--- src/rtl/hazard_unit.sv ---
// Hazard detection, forwarding and stall monitor for the 5-stage MIPS pipeline.
// Zero-latency forward/stall/flush decode plus saturating stall statistics and a hang watchdog.
module hazard_unit #(
  parameter int CNT_W     = 16,
  parameter int MAX_STALL = 8
) (
  input  logic             clk,
  input  logic             reset,
  input  logic [4:0]       Rs_ID_HU,
  input  logic [4:0]       Rt_ID_HU,
  input  logic [4:0]       Rs_EX_HU,
  input  logic [4:0]       Rt_EX_HU,
  input  logic [4:0]       WriteReg_EX_HU,
  input  logic [4:0]       WriteReg_MEM_HU,
  input  logic [4:0]       WriteReg_WB_HU,
  input  logic             RegWrite_EX_HU,
  input  logic             RegWrite_MEM_HU,
  input  logic             RegWrite_WB_HU,
  input  logic             MemtoReg_EX_HU,
  input  logic             MemtoReg_MEM_HU,
  input  logic             Branch_ID_HU,
  input  logic             hold,
  input  logic             clr_cnt,
  input  logic             clr_err,
  output logic [1:0]       fwdA_EX_HU,
  output logic [1:0]       fwdB_EX_HU,
  output logic             SrcAfwd_ID,
  output logic             SrcBfwd_ID,
  output logic             Stall_IF_HU,
  output logic             Stall_ID_HU,
  output logic             Flush_EX_HU,
  output logic [CNT_W-1:0] lw_stall_cnt,
  output logic [CNT_W-1:0] br_stall_cnt,
  output logic [CNT_W-1:0] stall_cnt,
  output logic             hang_err
);

  localparam int            CW          = $clog2(MAX_STALL + 1);
  localparam logic [CW-1:0] CONSEC_MAX  = CW'(MAX_STALL);
  localparam logic [CW-1:0] CONSEC_TRIP = CW'(MAX_STALL - 1);

  typedef enum logic [1:0] {IDLE, STALLING, HUNG} wd_state_e;

  // $zero is hardwired, so a write to it can never be a real producer.
  function automatic logic hit(input logic [4:0] a, input logic [4:0] b);
    return (a != 5'd0) && (a == b);
  endfunction

  function automatic logic [1:0] fwd_sel(input logic [4:0] src, input logic [4:0] wr_mem,
                                         input logic we_mem, input logic [4:0] wr_wb,
                                         input logic we_wb);
    if (we_mem && hit(src, wr_mem))     return 2'b10;
    else if (we_wb && hit(src, wr_wb))  return 2'b01;
    else                                return 2'b00;
  endfunction

  logic lwstall, brstall, hz, counted;

  assign fwdA_EX_HU = fwd_sel(Rs_EX_HU, WriteReg_MEM_HU, RegWrite_MEM_HU, WriteReg_WB_HU, RegWrite_WB_HU);
  assign fwdB_EX_HU = fwd_sel(Rt_EX_HU, WriteReg_MEM_HU, RegWrite_MEM_HU, WriteReg_WB_HU, RegWrite_WB_HU);
  assign SrcAfwd_ID = RegWrite_MEM_HU && hit(Rs_ID_HU, WriteReg_MEM_HU);
  assign SrcBfwd_ID = RegWrite_MEM_HU && hit(Rt_ID_HU, WriteReg_MEM_HU);

  // Load-use deliberately compares raw IDs, register 0 included.
  assign lwstall = MemtoReg_EX_HU && ((Rt_EX_HU == Rs_ID_HU) || (Rt_EX_HU == Rt_ID_HU));
  assign brstall = Branch_ID_HU &&
                   ((RegWrite_EX_HU  && (hit(WriteReg_EX_HU, Rs_ID_HU)  || hit(WriteReg_EX_HU, Rt_ID_HU))) ||
                    (MemtoReg_MEM_HU && (hit(WriteReg_MEM_HU, Rs_ID_HU) || hit(WriteReg_MEM_HU, Rt_ID_HU))));
  assign hz      = lwstall || brstall;
  assign counted = !hold;

  assign Stall_IF_HU = hz || hold;
  assign Stall_ID_HU = hz || hold;
  assign Flush_EX_HU = hz || hold;

  // NOTE: state registers use non-blocking assignments so every flop samples pre-edge values.
  always_ff @(posedge clk or negedge reset) begin
    if (!reset) begin
      lw_stall_cnt <= '0;
      br_stall_cnt <= '0;
      stall_cnt    <= '0;
    end else if (clr_cnt) begin
      lw_stall_cnt <= '0;
      br_stall_cnt <= '0;
      stall_cnt    <= '0;
    end else if (counted) begin
      if (lwstall && lw_stall_cnt != '1) lw_stall_cnt <= lw_stall_cnt + 1'b1;
      if (brstall && br_stall_cnt != '1) br_stall_cnt <= br_stall_cnt + 1'b1;
      if (hz      && stall_cnt    != '1) stall_cnt    <= stall_cnt + 1'b1;
    end
  end

  wd_state_e     state_q, state_d;
  logic [CW-1:0] consec;

  always_ff @(posedge clk or negedge reset) begin
    if (!reset) begin
      state_q <= IDLE;
      consec  <= '0;
    end else begin
      state_q <= state_d;
      if (state_q == HUNG && clr_err) consec <= '0;
      else if (counted) begin
        if (!hz)                      consec <= '0;
        else if (consec != CONSEC_MAX) consec <= consec + 1'b1;
      end
    end
  end

  // NOTE: next state defaults to the current state so no path infers a latch.
  always_comb begin
    state_d = state_q;
    unique case (state_q)
      IDLE:     if (counted && hz) state_d = STALLING;
      STALLING: if (counted) begin
        if (!hz)                         state_d = IDLE;
        else if (consec == CONSEC_TRIP)  state_d = HUNG;
      end
      HUNG:     if (clr_err) state_d = IDLE;
      default:  state_d = IDLE;
    endcase
  end

  assign hang_err = (state_q == HUNG);

endmodule

--- config.mk ---
export PLATFORM = sky130hd
export DESIGN_NAME = hazard_unit
export DESIGN_NICKNAME = d
export VERILOG_FILES = /design/src/rtl/hazard_unit.sv
export SDC_FILE = /design/constraint.sdc
export NUM_CORES = 1
export LEC_CHECK = 0
export BUFFER_PORTS_ARGS = -buffer_cell sky130_fd_sc_hd__buf_2
export CAP_MARGIN = 20
export CORE_MARGIN = 2
export CORE_UTILIZATION = 53
export DETAILED_ROUTE_END_ITERATION = 6
export GPL_ROUTABILITY_DRIVEN = 0
export PLACE_DENSITY_LB_ADDON = 0.05
export SYNTH_ARGS = -nofsm -noshare
export SYNTH_HDL_FRONTEND = slang
export SYNTH_SLANG_ARGS = --single-unit
--- constraint.sdc ---
create_clock -name clk -period 4.16 [get_ports clk]
set_input_delay 0.832 -clock clk [delete_from_list [all_inputs] [get_ports clk]]
set_output_delay 0.832 -clock clk [all_outputs]
set_load 0.1 [all_outputs]
==> results.cfg <==
[clock_network]
clockRootBuffer = clkbuf_8
ctsResizeCount = 0
hold_buffers = 0
clock_latency_ns = 0.31
cts_tree = yes
postCtsSetupBuffers = 0
cts.sinks = 54
cts_buffers = 5
cts_htree_levels = 2
cts_buffer_depth = 2
clk_pin_slew_worst_paths_ns = 0.10

[critical_path]
r2r_slack_ns = 1.80
worst-setup-path-type = input port to output port
r2r_start = stall_cnt[0]$_DFFE_PN0P_
worstPathBufferInverterCount = 2
crit_arrival_ns = 2.59
worst_setup_path_start_kind = input port
crit_chain = buf_2, or4_1, nor2_1, nor4_4, nor4_4, buf_2
slowest_stage = or4_1
path_max_fanout = 3
path_delay_family = simple AND/OR/NAND/NOR gates
cp-end-kind = output port
crit_required_ns = 3.33
cpPeakStageDelay_ns = 0.51
r2r_cells = 8
r2r_end = stall_cnt[15]$_DFFE_PN0P_

[finish]
layout_common_cells = buf_2, dfrtp_1, xnor2_1
multiInputGateArea_mm2 = 0.00223
layout.core_utilization_pct = 64.9
regArea_mm2 = 0.00135
final_cells = 608
drive_gt1_share_pct = 25.0
n_antenna_cell = 0
fin_nets = 562
n_fill_cell = 611
final_common_cell = buf_2
syn_to_final_growth_pct = 18.9

[sta]
min_period_over_period_pct = 82.4
fin_crit_ns = 3.43
fin_hold_ws_ns = 0.459
fin_setup_tns_ns = 0
max_slew_margin_pct = 34.0
rsz0062_at_grt = false
setup_viol = 0
hold_viol = 0
finClkSkew_ns = 0.00457
tightestPinTransition_ns = 0.991
drv_slew = 0
max_freq_ghz = 0.292

[job]
cap_violations = 0

[yosys]
ys_ff_latch = 54
synth-seq-area-share_pct = 36.4
ys_warn_count = 0
syn-num-nets = 476
postSynthAreaPerCell_um2 = 8.73
synth_area_mm2 = 0.00371
synthCells = 425
synth_edf_count = 0
ys_types = 46
synthArstFlopShare_pct = 100
ys.flop_type = dfrtp_1

[die]
rows = 30
dieHeight_um = 87.7
die_w_um = 87.7
die_area_mm2 = 0.00768
core_mm2 = 0.00679
io_pins = 104
start_util_pct = 54.6

[routing]
dr.pass1.iters = 5
drt-initial-drc-count = 114
drc_errors = 0
viasPerCell = 5.73
dr_total_vias = 3483
ant_nets = 0
wirelength_mm = 9.24
wl_per_cell_um = 15.2

[placement]
post-place-cells = 600
dp_hpwl_mm = 6.72
io_buffer_count = 103

[global_route]
grt_max_degree = 56
grt_remaining_overflow = 0
grt_pass1_vias = 3108
grt.total_usage_pct = 23.9
antenna_found_initial = 0
grt_pass1_wl_mm = 14.8

[worst_hold_path]
hold_depth = 1
hold_end = state_q[0]$_DFFE_PN0P_
min-delay-start = state_q[1]$_DFFE_PN0P_
hp-class = register to register

[power_and_ir_drop]
p_leak_nw = 1.97
powerDensity_mw_per_mm2 = 247
power_mw = 1.09
ir_drop_uv = 180

[status]
outcome = complete, no violations
-- routing by layer --
layer,track usage [%],share of wire [%],vias to the layer above
li1,-,-,1711
met1,33.3,44,1661
met2,40.5,50,106
met4,3.22,0.43,0
met3,3.77,5.6,5
met5,0,0,-
-- layout make-up --
cell class / instances / area share (%)
Multi-Input combinational cell: 331 / 50.5
Timing Repair Buffer: 108 / 12.5
Clock buffer: 5 / 1.56
Sequential cell: 54 / 30.6
Clock inverter: 3 / 1.11
Tap cell: 96 / 2.72
Inverter: 11 / 0.936
-- cell usage after synthesis (2+ instances only) --
library cell	n	share of area, %
nand2_1	29	2.9
nand3_1	29	3.9
a41o_1	2	0.54
nor2b_1	9	1.5
and4_1	5	1.2
and3_1	8	1.3
nand4_1	14	2.4
nor2_1	32	3.2
nor3_1	5	0.67
nand4b_1	2	0.47
mux2i_1	2	0.54
a31oi_1	2	0.34
mux2_2	3	0.91
xnor2_1	37	8.7
and2_1	2	0.34
o31ai_1	15	3.0
inv_1	11	1.1
buf_2	10	1.3
xor2_1	29	6.8
o211ai_1	3	0.61
ha_1	5	1.7
o21ai_0	16	2.2
nor4_1	8	1.3
clkbuf_1	14	1.4
a21oi_1	24	3.2
or3_1	9	1.5
dfrtp_1	54	36
or4_1	25	5.1
buf_4	2	0.40
buf_6	3	0.91
-- state kept, by name, indices dropped and copies added (netlist names) --
signal / count
br_stall_cnt: 16
consec: 4
lw_stall_cnt: 16
stall_cnt: 16
state_q: 2
-- cell families (layout without fill, tap and decap cells) --
| logic type | after synthesis | count (layout) | synth area share (%) |
|---|---|---|---|
| and+or+nand+nor | 182 | 182 | 27.2 |
| adders and majority gates | 5 | 5 | 1.69 |
| DFF | 54 | 54 | 36.4 |
| xor gates and xnor gates | 66 | 66 | 15.6 |
| AOI/OAI and AO/OA | 73 | 73 | 12.4 |
| muxes | 5 | 5 | 1.45 |
| buffers and inverters | 40 | 127 | 5.20 |
-- where the power goes --
group	internal (mW)	leakage [nW]	switching (mW)	total, mW
Combinational	0.0608	1.16	0.127	0.188
Clock	0.184	0.0563	0.186	0.370
Sequential	0.527	0.754	0.00258	0.529
-- metrics by stage --
stage | worst slack, ns | cell area (µm²)
6_report | 0.733 | 4410
2_1_floorplan | 0.233 | 3770
5_1_grt | 0.601 | 4410
4_1_cts | 0.714 | 4410
3_3_place_gp | 0.800 | 4290
3_5_place_dp | 0.718 | 4290
-- worst max-delay path by stage --
stage	cells after the start	from	endpoint
2_1_floorplan	5	Rt_EX_HU[1]	fwdB_EX_HU[0]
6_report	6	Rs_EX_HU[1]	fwdA_EX_HU[0]
5_1_grt	7	Rt_EX_HU[2]	Stall_ID_HU
4_1_cts	6	Rs_EX_HU[1]	fwdA_EX_HU[0]
3_5_place_dp	6	Rs_EX_HU[1]	fwdA_EX_HU[0]
3_3_place_gp	7	Rt_EX_HU[2]	Stall_IF_HU
Note: power is estimated with default switching activity, not from simulation.
